`src/rtl/sram_alloc_arb_pkg.sv`:
```
// Shared types and constants for the SRAM block allocator/arbiter.
package sram_alloc_arb_pkg;

    localparam int unsigned CNT_W      = 12;
    localparam int unsigned BANK_DEPTH = 2048;

    typedef logic [4:0] sram_id_t;

    typedef enum logic [1:0] {
        StIdle,
        StAlloc,
        StStall
    } state_e;

endpackage

```
`src/rtl/sram_alloc_arb_rr_pick.sv`:
```
// Round-robin picker: first set bit of vec_i at or above ptr_i, wrapping to bit 0.
module rr_pick #(
    parameter int unsigned N = 4,
    localparam int unsigned IdxW = (N > 1) ? $clog2(N) : 1
) (
    input  logic [N-1:0]    vec_i,
    input  logic [IdxW-1:0] ptr_i,
    output logic [N-1:0]    onehot_o,
    output logic [IdxW-1:0] idx_o,
    output logic            found_o
);

    int unsigned j;

    always_comb begin
        onehot_o = '0;
        idx_o    = '0;
        found_o  = 1'b0;
        j        = 0;
        for (int i = 0; i < N; i++) begin
            j = (int'(ptr_i) + i) % N;
            if (!found_o && vec_i[j]) begin
                found_o     = 1'b1;
                onehot_o[j] = 1'b1;
                idx_o       = IdxW'(j);
            end
        end
    end

endmodule

```
`src/rtl/sram_alloc_arb.sv`:
```
// Arbitrates requesters for free blocks held in a pool of SRAM banks; tracks per-bank free counts.
module sram_alloc_arb
    import sram_alloc_arb_pkg::*;
#(
    parameter int unsigned NUM_REQ    = 4,
    parameter int unsigned NUM_SRAM   = 4,
    parameter int unsigned BANK_DEPTH = sram_alloc_arb_pkg::BANK_DEPTH,
    localparam int unsigned ReqW  = (NUM_REQ > 1) ? $clog2(NUM_REQ) : 1,
    localparam int unsigned BankW = (NUM_SRAM > 1) ? $clog2(NUM_SRAM) : 1
) (
    input  logic               clk,
    input  logic               rst_n,
    input  logic [NUM_REQ-1:0] req_valid,
    output logic [NUM_REQ-1:0] req_ready,
    output logic               alloc_valid,
    output logic [ReqW-1:0]    alloc_req_id,
    output logic [4:0]         alloc_sram_id,
    input  logic               release_valid,
    input  logic [4:0]         release_sram_id,
    output logic               pool_empty,
    output logic               release_err
);

    state_e               state_q, state_d;
    logic [ReqW-1:0]      rr_ptr_q, rr_ptr_d;
    logic [BankW-1:0]     bank_ptr_q, bank_ptr_d;
    logic [CNT_W-1:0]     cnt_q [NUM_SRAM];
    logic [CNT_W-1:0]     cnt_d [NUM_SRAM];
    logic [ReqW-1:0]      alloc_req_id_q, alloc_req_id_d;
    sram_id_t             alloc_sram_id_q, alloc_sram_id_d;
    logic                 pool_empty_q, pool_empty_d;
    logic                 release_err_q, release_err_d;

    logic [NUM_REQ-1:0]   req_onehot;
    logic [ReqW-1:0]      req_idx;
    logic                 req_any;
    logic [NUM_SRAM-1:0]  bank_nz, bank_onehot;
    logic [BankW-1:0]     bank_idx;
    logic                 bank_any;
    logic [NUM_SRAM-1:0]  dec_vec, inc_vec;
    logic                 grant, rel_in_range, rel_full, rel_ok;

    always_comb begin
        bank_nz = '0;
        for (int b = 0; b < NUM_SRAM; b++) begin
            bank_nz[b] = (cnt_q[b] != '0);
        end
    end

    rr_pick #(.N(NUM_REQ)) u_req_pick (
        .vec_i    (req_valid),
        .ptr_i    (rr_ptr_q),
        .onehot_o (req_onehot),
        .idx_o    (req_idx),
        .found_o  (req_any)
    );

    rr_pick #(.N(NUM_SRAM)) u_bank_pick (
        .vec_i    (bank_nz),
        .ptr_i    (bank_ptr_q),
        .onehot_o (bank_onehot),
        .idx_o    (bank_idx),
        .found_o  (bank_any)
    );

    // Grant decision uses pre-edge counters, so a same-cycle release cannot unblock it.
    assign grant     = rst_n && (state_q == StIdle) && req_any && bank_any;
    assign req_ready = grant ? req_onehot : '0;

    always_comb begin
        rel_in_range = (int'(release_sram_id) < NUM_SRAM);
        rel_full     = rel_in_range &&
                       (cnt_q[release_sram_id[BankW-1:0]] == CNT_W'(BANK_DEPTH));
        rel_ok       = release_valid && rel_in_range && !rel_full;
    end

    always_comb begin
        dec_vec = grant ? bank_onehot : '0;
        inc_vec = '0;
        for (int b = 0; b < NUM_SRAM; b++) begin
            inc_vec[b] = rel_ok && (release_sram_id == sram_id_t'(b));
        end
    end

    always_comb begin
        pool_empty_d = 1'b1;
        for (int b = 0; b < NUM_SRAM; b++) begin
            cnt_d[b] = cnt_q[b];
            if (inc_vec[b] && !dec_vec[b]) begin
                cnt_d[b] = cnt_q[b] + 1'b1;
            end else if (dec_vec[b] && !inc_vec[b]) begin
                cnt_d[b] = cnt_q[b] - 1'b1;
            end
            if (cnt_d[b] != '0) begin
                pool_empty_d = 1'b0;
            end
        end
        release_err_d = release_err_q || (release_valid && !rel_ok);
    end

    always_comb begin
        state_d         = state_q;
        rr_ptr_d        = rr_ptr_q;
        bank_ptr_d      = bank_ptr_q;
        alloc_req_id_d  = alloc_req_id_q;
        alloc_sram_id_d = alloc_sram_id_q;
        unique case (state_q)
            StIdle: begin
                if (grant) begin
                    state_d         = StAlloc;
                    alloc_req_id_d  = req_idx;
                    alloc_sram_id_d = sram_id_t'(bank_idx);
                    rr_ptr_d   = (int'(req_idx) == NUM_REQ - 1) ? '0 : req_idx + 1'b1;
                    bank_ptr_d = (int'(bank_idx) == NUM_SRAM - 1) ? '0 : bank_idx + 1'b1;
                end else if (req_any && !bank_any) begin
                    state_d = StStall;
                end
            end
            StAlloc: state_d = StIdle;
            StStall: begin
                if (!pool_empty_d) begin
                    state_d = StIdle;
                end
            end
            default: state_d = StIdle;
        endcase
    end

    always_ff @(posedge clk or negedge rst_n) begin
        if (!rst_n) begin
            state_q         <= StIdle;
            rr_ptr_q        <= '0;
            bank_ptr_q      <= '0;
            alloc_req_id_q  <= '0;
            alloc_sram_id_q <= '0;
            pool_empty_q    <= 1'b0;
            release_err_q   <= 1'b0;
            for (int b = 0; b < NUM_SRAM; b++) begin
                cnt_q[b] <= CNT_W'(BANK_DEPTH);
            end
        end else begin
            state_q         <= state_d;
            rr_ptr_q        <= rr_ptr_d;
            bank_ptr_q      <= bank_ptr_d;
            alloc_req_id_q  <= alloc_req_id_d;
            alloc_sram_id_q <= alloc_sram_id_d;
            pool_empty_q    <= pool_empty_d;
            release_err_q   <= release_err_d;
            for (int b = 0; b < NUM_SRAM; b++) begin
                cnt_q[b] <= cnt_d[b];
            end
        end
    end

    assign alloc_valid   = (state_q == StAlloc);
    assign alloc_req_id  = alloc_req_id_q;
    assign alloc_sram_id = alloc_sram_id_q;
    assign pool_empty    = pool_empty_q;
    assign release_err   = release_err_q;

endmodule
```
`config.mk`:
```
export PLATFORM = sky130hd
export DESIGN_NAME = sram_alloc_arb
export DESIGN_NICKNAME = d
export VERILOG_FILES = /design/src/rtl/sram_alloc_arb_pkg.sv /design/src/rtl/sram_alloc_arb_rr_pick.sv /design/src/rtl/sram_alloc_arb.sv
export SDC_FILE = /design/constraint.sdc
export NUM_CORES = 1
export LEC_CHECK = 0
export ABC_AREA = 1
export BUFFER_PORTS_ARGS = -buffer_cell sky130_fd_sc_hd__buf_2
export CAP_MARGIN = 0
export CORE_AREA = 4 4 148 186
export DETAILED_ROUTE_END_ITERATION = 6
export DIE_AREA = 0 0 152 190
export HOLD_SLACK_MARGIN = 0.12
export SETUP_SLACK_MARGIN = 0.4
export SLEW_MARGIN = 10
export SYNTH_ARGS = -nofsm -noshare
export SYNTH_HDL_FRONTEND = slang
export SYNTH_HIERARCHICAL = 1
export SYNTH_SLANG_ARGS = --single-unit
```
`constraint.sdc`:
```
create_clock -name clk -period 3.4 [get_ports clk]
set_clock_uncertainty 0.2 [all_clocks]
set_input_delay 0.51 -clock clk [delete_from_list [all_inputs] [get_ports clk]]
set_output_delay 0.51 -clock clk [all_outputs]
set_load 0.05 [all_outputs]
```
== After elaboration in Yosys (flattened, before gate mapping) ==
Index checks and enable logic that the tools add are counted.
Word-level totals
  flip-flop bits (word level): 60
  output and inout port bits: 14
  bits of input ports: 12
  logic and storage cells: 205
Cells by class
  magnitude comparators: 18
  equal/unequal tests: 10
  add/sub/neg operators: 16
  bitwise gates (word level): 7
  mux-type cells: 79
  reduce and logical (&&, ||, !) cells: 64
Operators by type and width (number)
  12-bit 2-to-1 mux: 10
  12-bit nonzero test: 8
  12-bit by 1-bit adder with 12-bit output (second input constant): 4
  12-bit by 1-bit subtractor with 12-bit output (second input constant): 4
  4-bit 2-to-1 mux: 10
  1-bit logical AND: 34
  1-bit 2-to-1 mux: 28
  2-bit 2-to-1 mux: 13
  12-bit binary-select mux with 2-bit select: 1
  2-bit by 3-bit < comparator with 1-bit output (second input constant): 8
  4-bit OR: 6
  1-bit zero test: 17
  1-bit binary-select mux with 2-bit select: 8
  1-bit demux with 2-bit select: 8
  2-bit by 1-bit greater-or-equal comparator with 1-bit output (second input constant): 8
  12-bit equality test (second input constant): 1
  5-bit by 2-bit equality test with 1-bit output (second input constant): 2
  2-bit by 1-bit adder with 2-bit output (second input constant): 4
  2-bit adder (second input constant): 4
  2-bit equality test (second input constant): 3
  5-bit by 1-bit equality test with 1-bit output (second input constant): 1
  5-bit zero test: 1
  5-bit by 3-bit < comparator with 1-bit output (second input constant): 1
  2-bit one-hot mux with 2 select lines: 1
  8 further kinds: 9

== Depth between registers and ports, before layout ==
  word-level depth: 25
  depth in mapped cells: 28

== Cells and area by module ==
Netlist, hierarchy kept.
Modules (own cells, without submodules)
  sram_alloc_arb: cells an instance 837, instances 1, area each 5477.8 µm², sequential area each 1506.4 µm²
  rr_pick: cells an instance 74, instances 2, area each 440.4 µm², sequential area each 0.0 µm²

== Worst setup path after synthesis ==
Ideal clock, no wire load.
  kind: register -> register
  start: register cnt_q[18] (netlist name)
  end: register state_q[1]
  path buffers: 3
  clock period less this slack: 3515 ps
  stages on the path, launching flop included: 24
  setup slack: -115 ps
  data arrival time: 3242 ps
  cells stage by stage: dfrtp_1 buf_2 nor2_2 nand2_1 or4_1 inv_1 nand2_2 nand3_4 nand2_4 nor2_4 buf_6 nand4_1 nand3_2 inv_2 nand2_1 nand4_2 clkbuf_1 a21oi_1 nand2_1 nor2_1 nand2_1 nor2_1 nand3_2 a21oi_2
Between the ends
  word-level cells in the longest chain between the ends: 25
  elaborated cells between the ends (all ways): 80
  those cells by class: add/sub: 2; eq/ne: 3; mux: 34; bitwise: 3; reduce/logical: 38
Ends and longest elaborated chain
  start: declaration: RTL line sram_alloc_arb.sv:27  | logic [CNT_W-1:0] cnt_q [NUM_SRAM];
  start signal: indexed assignment: RTL line sram_alloc_arb.sv:139  | cnt_q[b] <= CNT_W'(BANK_DEPTH);
  start signal: indexed assignment: RTL line sram_alloc_arb.sv:150  | cnt_q[b] <= cnt_d[b];
  12-bit nonzero test (*): RTL line sram_alloc_arb.sv:46  | bank_nz[b] = (cnt_q[b] != '0);
  net bank_nz[2]: RTL line sram_alloc_arb.sv:37  | logic [NUM_SRAM-1:0] bank_nz, bank_onehot;
  1-bit binary-select mux with 2-bit select: RTL line sram_alloc_arb_rr_pick.sv:22  | if (!found_o && vec_i[j]) begin
  1-bit 2-to-1 mux (implied by the code): RTL line sram_alloc_arb_rr_pick.sv:22
  1-bit 2-to-1 mux: RTL line sram_alloc_arb_rr_pick.sv:22
  1-bit zero test: RTL line sram_alloc_arb_rr_pick.sv:22
  1-bit logical AND: RTL line sram_alloc_arb_rr_pick.sv:22
  1-bit 2-to-1 mux: RTL line sram_alloc_arb_rr_pick.sv:22
  [... 6 more ...]
  net bank_any: RTL line sram_alloc_arb.sv:39  | logic bank_any;
  [... 1 more ...]
  4-bit 2-to-1 mux: RTL line sram_alloc_arb.sv:78  | dec_vec = grant ? bank_onehot : '0;
  1-bit logical AND or 1-bit zero test (tied branches): RTL line sram_alloc_arb.sv:91, sram_alloc_arb.sv:89
  12-bit 2-to-1 mux or 1-bit logical AND (tied branches): RTL line sram_alloc_arb.sv:91, sram_alloc_arb.sv:89
  12-bit 2-to-1 mux: RTL line sram_alloc_arb.sv:89  | if (inc_vec[b] && !dec_vec[b]) begin
  12-bit nonzero test: RTL line sram_alloc_arb.sv:94  | if (cnt_d[b] != '0) begin
  1-bit 2-to-1 mux (4 in a row): RTL line sram_alloc_arb.sv:94
  2-bit inequality test (no source line)
  2-bit AND reduction (no source line)
  end signal: assignment: RTL line sram_alloc_arb.sv:131  | state_q <= StIdle;
  end signal: assignment: RTL line sram_alloc_arb.sv:142  | state_q <= state_d;
  end: declaration: RTL line sram_alloc_arb.sv:24  | state_e state_q, state_d;
Mark *: on every way through the listed nets, which the timed path passes. The rest lies on a longest branch. The select of a mux whose other input is x is not followed.
A chain may end at the register's enable or synchronous reset.

== Worst setup path after layout ==
  start: register cnt_q[19] (netlist name)
  end: register state_q[1]
Between the ends
  elaborated cells between the ends (all ways): 80
  those cells by class: add/sub: 2; eq/ne: 3; mux: 34; bitwise: 3; reduce/logical: 38
RTL lines (RTL line)
  12-bit nonzero test (*): sram_alloc_arb.sv:46
  net bank_nz[2]: sram_alloc_arb.sv:37
  1-bit binary-select mux with 2-bit select: sram_alloc_arb_rr_pick.sv:22
  1-bit 2-to-1 mux (implied by the code): sram_alloc_arb_rr_pick.sv:22
  1-bit 2-to-1 mux: sram_alloc_arb_rr_pick.sv:22
  1-bit zero test: sram_alloc_arb_rr_pick.sv:22
  1-bit logical AND: sram_alloc_arb_rr_pick.sv:22
  1-bit 2-to-1 mux: sram_alloc_arb_rr_pick.sv:22
  [... 6 more ...]
  net bank_onehot[2]: sram_alloc_arb.sv:37
  4-bit 2-to-1 mux (*): sram_alloc_arb.sv:78
  1-bit logical AND or 1-bit zero test (tied branches): sram_alloc_arb.sv:91, sram_alloc_arb.sv:89
  12-bit 2-to-1 mux or 1-bit logical AND (tied branches): sram_alloc_arb.sv:91, sram_alloc_arb.sv:89
  12-bit 2-to-1 mux (*): sram_alloc_arb.sv:89
  12-bit nonzero test (*): sram_alloc_arb.sv:94
  1-bit 2-to-1 mux (*) (2 in a row): sram_alloc_arb.sv:94
  2-bit inequality test (no source line) (*)
  2-bit AND reduction (no source line) (*)
Marked as above.

==> key figures <==
Routing
  • Post-route DRC: 0
  • Via Count: 7020
  • DRT antenna net count: 0
  • DRT Wirelength: 19.7 mm
  • WL/cell: 12.9 µm
  • First-pass iteration count of the detailed router: 5
  • Drt first-iter violations: 413
  • Vias per Instance: 4.61

Die
  • Die ar.: 28900 µm²
  • Io pins: 26
  • CORE AREA: 25800 µm²
  • Die Height: 190 µm
  • Initial Util: 0.247
  • Die width: 152 µm
  • Std-Cell Rows: 66

Clock network
  • H-tree levels: 3
  • Clk sinks: 60
  • Skew-Pair Late Insertion Delay: 0.34 ns
  • Clock transition at path regs: 0.06 ns
  • Cts bufs inserted: 9
  • CTS tree: yes
  • CTS Root Cell: clkbuf_16
  • Maximum root-to-sink buffer count: 2

Pwr
  • Worst VDD drop: 0.322 mV
  • LEAKAGE: 4.67 nW
  • PwrDens: 850 nW/µm²
  • Power Total: 8.00 mW

GRT
  • Global-route wire length before repair: 31.4 mm
  • Initial antenna violation count: 1
  • Global Route Usage Sum: 0.130
  • Vias in the first global route: 6765
  • Largest net degree at the start of global routing: 60
  • GR Overflow Total: 0

Job
  • Maxcap violations: 0

Place
  • I/O Buffers: 22
  • Hpwl dp: 14.1 mm
  • RePlAce Congestion: 0.888
  • Pre-CTS setup slack: -0.450 ns
  • Placed instance area: 7930 µm²

Synthesis
  • Ranking of synthesized cells by area: dfrtp_1 22%, nand2_1 17%, inv_1 7.9%
  • Yosys warns: 6
  • Xor-xnor portion of the synthesized cell area: 0.0807
  • Synth top area share: 0.220
  • Largest family of logic cells by synthesized area: simple AND/OR/NAND/NOR gates
  • Simple-gate share of the synthesized area: 0.428
  • Largest area contributor in the netlist: dfrtp_1
  • Sequential area share after synthesis: 0.237
  • Post-synth top cells: 282 x nand2_1, 133 x inv_1, 82 x nor2_1
  • Avg Cell Area, Syn: 6.46 µm²
  • Synthesized area: 6360 µm²
  • Post-synthesis compound-gate area fraction: 0.0856
  • Post-Synthesis Cells: 985
  • FFs w/ async S/R, synth: 1.00
  • Count of cell types in the netlist: 41
  • Post-synth EDFFs: 0
  • Multiplexer share of the synthesized area: 0.00157
  • Most instantiated library cell after synthesis: nand2_1
  • Synth Area in Adders: 0.0472
  • Primary FF master, synth: dfrtp_1
  • Seq cells post-synth: 60

Layout
  • Nets: 1213
  • Area Overhead vs Synth: 48.0%
  • N_diodes: 0
  • Final instance area: 9410 µm²
  • Final Util: 0.365
  • Layout fillers: 2667
  • Layout cell share with drive strength beyond 1: 0.381

Timing
  • Final hold vios: 0
  • Final worst slack: -0.198 ns
  • Tmin final: 3.60 ns
  • Pins Over Slew Limit: 0
  • Period utilisation layout: 1.06
  • Actual transition at the worst max-transition pin: 0.789 ns
  • Final setup fails: 6
  • RSZ-0062 raised after global routing: yes
  • Max Freq: 278 MHz
  • Relative slew margins: 0.474

Worst setup path
  • Endpoint class of the critical path: register
  • WS Path Type: register to register
  • CP Data Arrival Time: 3.66 ns
  • Type of origin of the critical path: register
  • Worst Path Max Fanout: 7
  • CP required: 3.47 ns

Run status
  • Status: finished, violations left
  • Failing checks: negative setup slack

Hold path
  • Worst hold path class: primary input to register
## path summary, 6_finish.rpt
path                                       from         endpoint  slack, ns  depth (start not counted)
max in group asynchronous                 rst_n      rr_ptr_q[0]       1.60                          3
min in group asynchronous                 rst_n        cnt_q[22]       0.34                          2
worst min-delay path              release_valid      release_err       0.27                          3
worst max register to register        cnt_q[19]       state_q[1]      -0.20                         21
worst min register to register  alloc_req_id[0]  alloc_req_id[0]       0.28                          2
worst max-delay path                  cnt_q[19]       state_q[1]      -0.20                         21
## worst max-delay path, cell delays in order (launching register included)
cell and delay (ns):
dfrtp_1 0.39, nor2_2 0.16, nand2_2 0.08, or4_4 0.52
inv_2 0.09, nand2_4 0.05, nand3_4 0.09, buf_4 0.14
a21boi_0 0.12, a21oi_1 0.18, nand3_2 0.14, nand2_4 0.13
nand4_4 0.11, buf_12 0.18, buf_12 0.14, a21oi_4 0.17
nand2_1 0.07, nor2_1 0.10, nand2_1 0.09, nor2_2 0.12
nand3_2 0.09, a21oi_2 0.13
## sequential cells by signal (all words and copies together) (netlist names)
| name | flops |
|---|---|
| cnt_q | 48 |
| alloc_req_id | 2 |
| alloc_sram_id | 2 |
| bank_ptr_q | 2 |
| rr_ptr_q | 2 |
| state_q | 2 |
| pool_empty | 1 |
| release_err | 1 |
## where the power goes
group / internal [mW] / leakage [nW] / switching [mW]
logic: 2.48 / 3.77 / 3.39
clock network: 0.607 / 0.147 / 0.341
registers: 0.994 / 0.752 / 0.185
total: 4.08 / 4.67 / 3.92
## metrics by stage
step                TNS [ns]  hold slack [ns]  cells
floorplan            -0.0600           0.0144    987
global placement      -0.668            0.169   1462
detailed placement    -0.868            0.170   1462
CTS                   -0.316            0.262   1501
global route           -1.64            0.292   1522
finish                -0.435            0.271   1522
## cell families (layout without fill, tap and decap cells)
kind of cell,count (synthesis),count (layout)
AND/OR/NAND/NOR,571,573
buffers and inverters,176,369
AO/OA/AOI/OAI,95,95
flip-flops,60,60
XOR/XNOR,57,57
adder cells (fa/ha/maj),24,24
other,1,3
multiplexers,1,1
## per-layer routing
| metal | GRT usage | vias up | wire, µm |
|---|---|---|---|
| met2 | 0.236 | 173 | 9830 |
| met4 | 0.0533 | 2 | 767 |
| met3 | 0.0230 | 62 | 738 |
| met1 | 0.150 | 3263 | 8350 |
| met5 | 0 | - | 13 |
| li1 | - | 3520 | - |
## layout make-up
cell class | instances | area, µm² | area share
repair buffers | 210 | 1820 | 0.193
clock buffers | 14 | 264 | 0.0280
multi-input cells | 753 | 4790 | 0.509
inverters | 143 | 569 | 0.0605
well taps | 340 | 425 | 0.0452
clock inverters | 2 | 35.0 | 0.00372
flip-flops and latches | 60 | 1510 | 0.160
## repair_timing
action	in CTS	in global routing
endpoints found under the hold margin	1	0
pin swaps	24	32
setup endpoints to repair	51	55
cloned	2	4
hold buffers	1	0
gates resized for setup	123	103
buffers inserted	20	17
## cells in the final DEF (no fill, tap or decap), types with 11 or more instances in the layout
cell / count
a21oi_1: 18
a21oi_2: 19
a21oi_4: 17
buf_2: 18
buf_4: 143
buf_6: 36
clkbuf_16: 12
dfrtp_1: 55
ha_1: 24
inv_1: 108
inv_2: 26
nand2_1: 236
nand2_2: 56
nand2_4: 15
nand3_1: 66
nand3_2: 11
nand4_1: 32
nor2_1: 59
nor2_2: 23
nor2_4: 18
nor3_1: 24
o21ai_1: 15
xor2_1: 51
No activity file was read; power rests on OpenSTA's default activity.
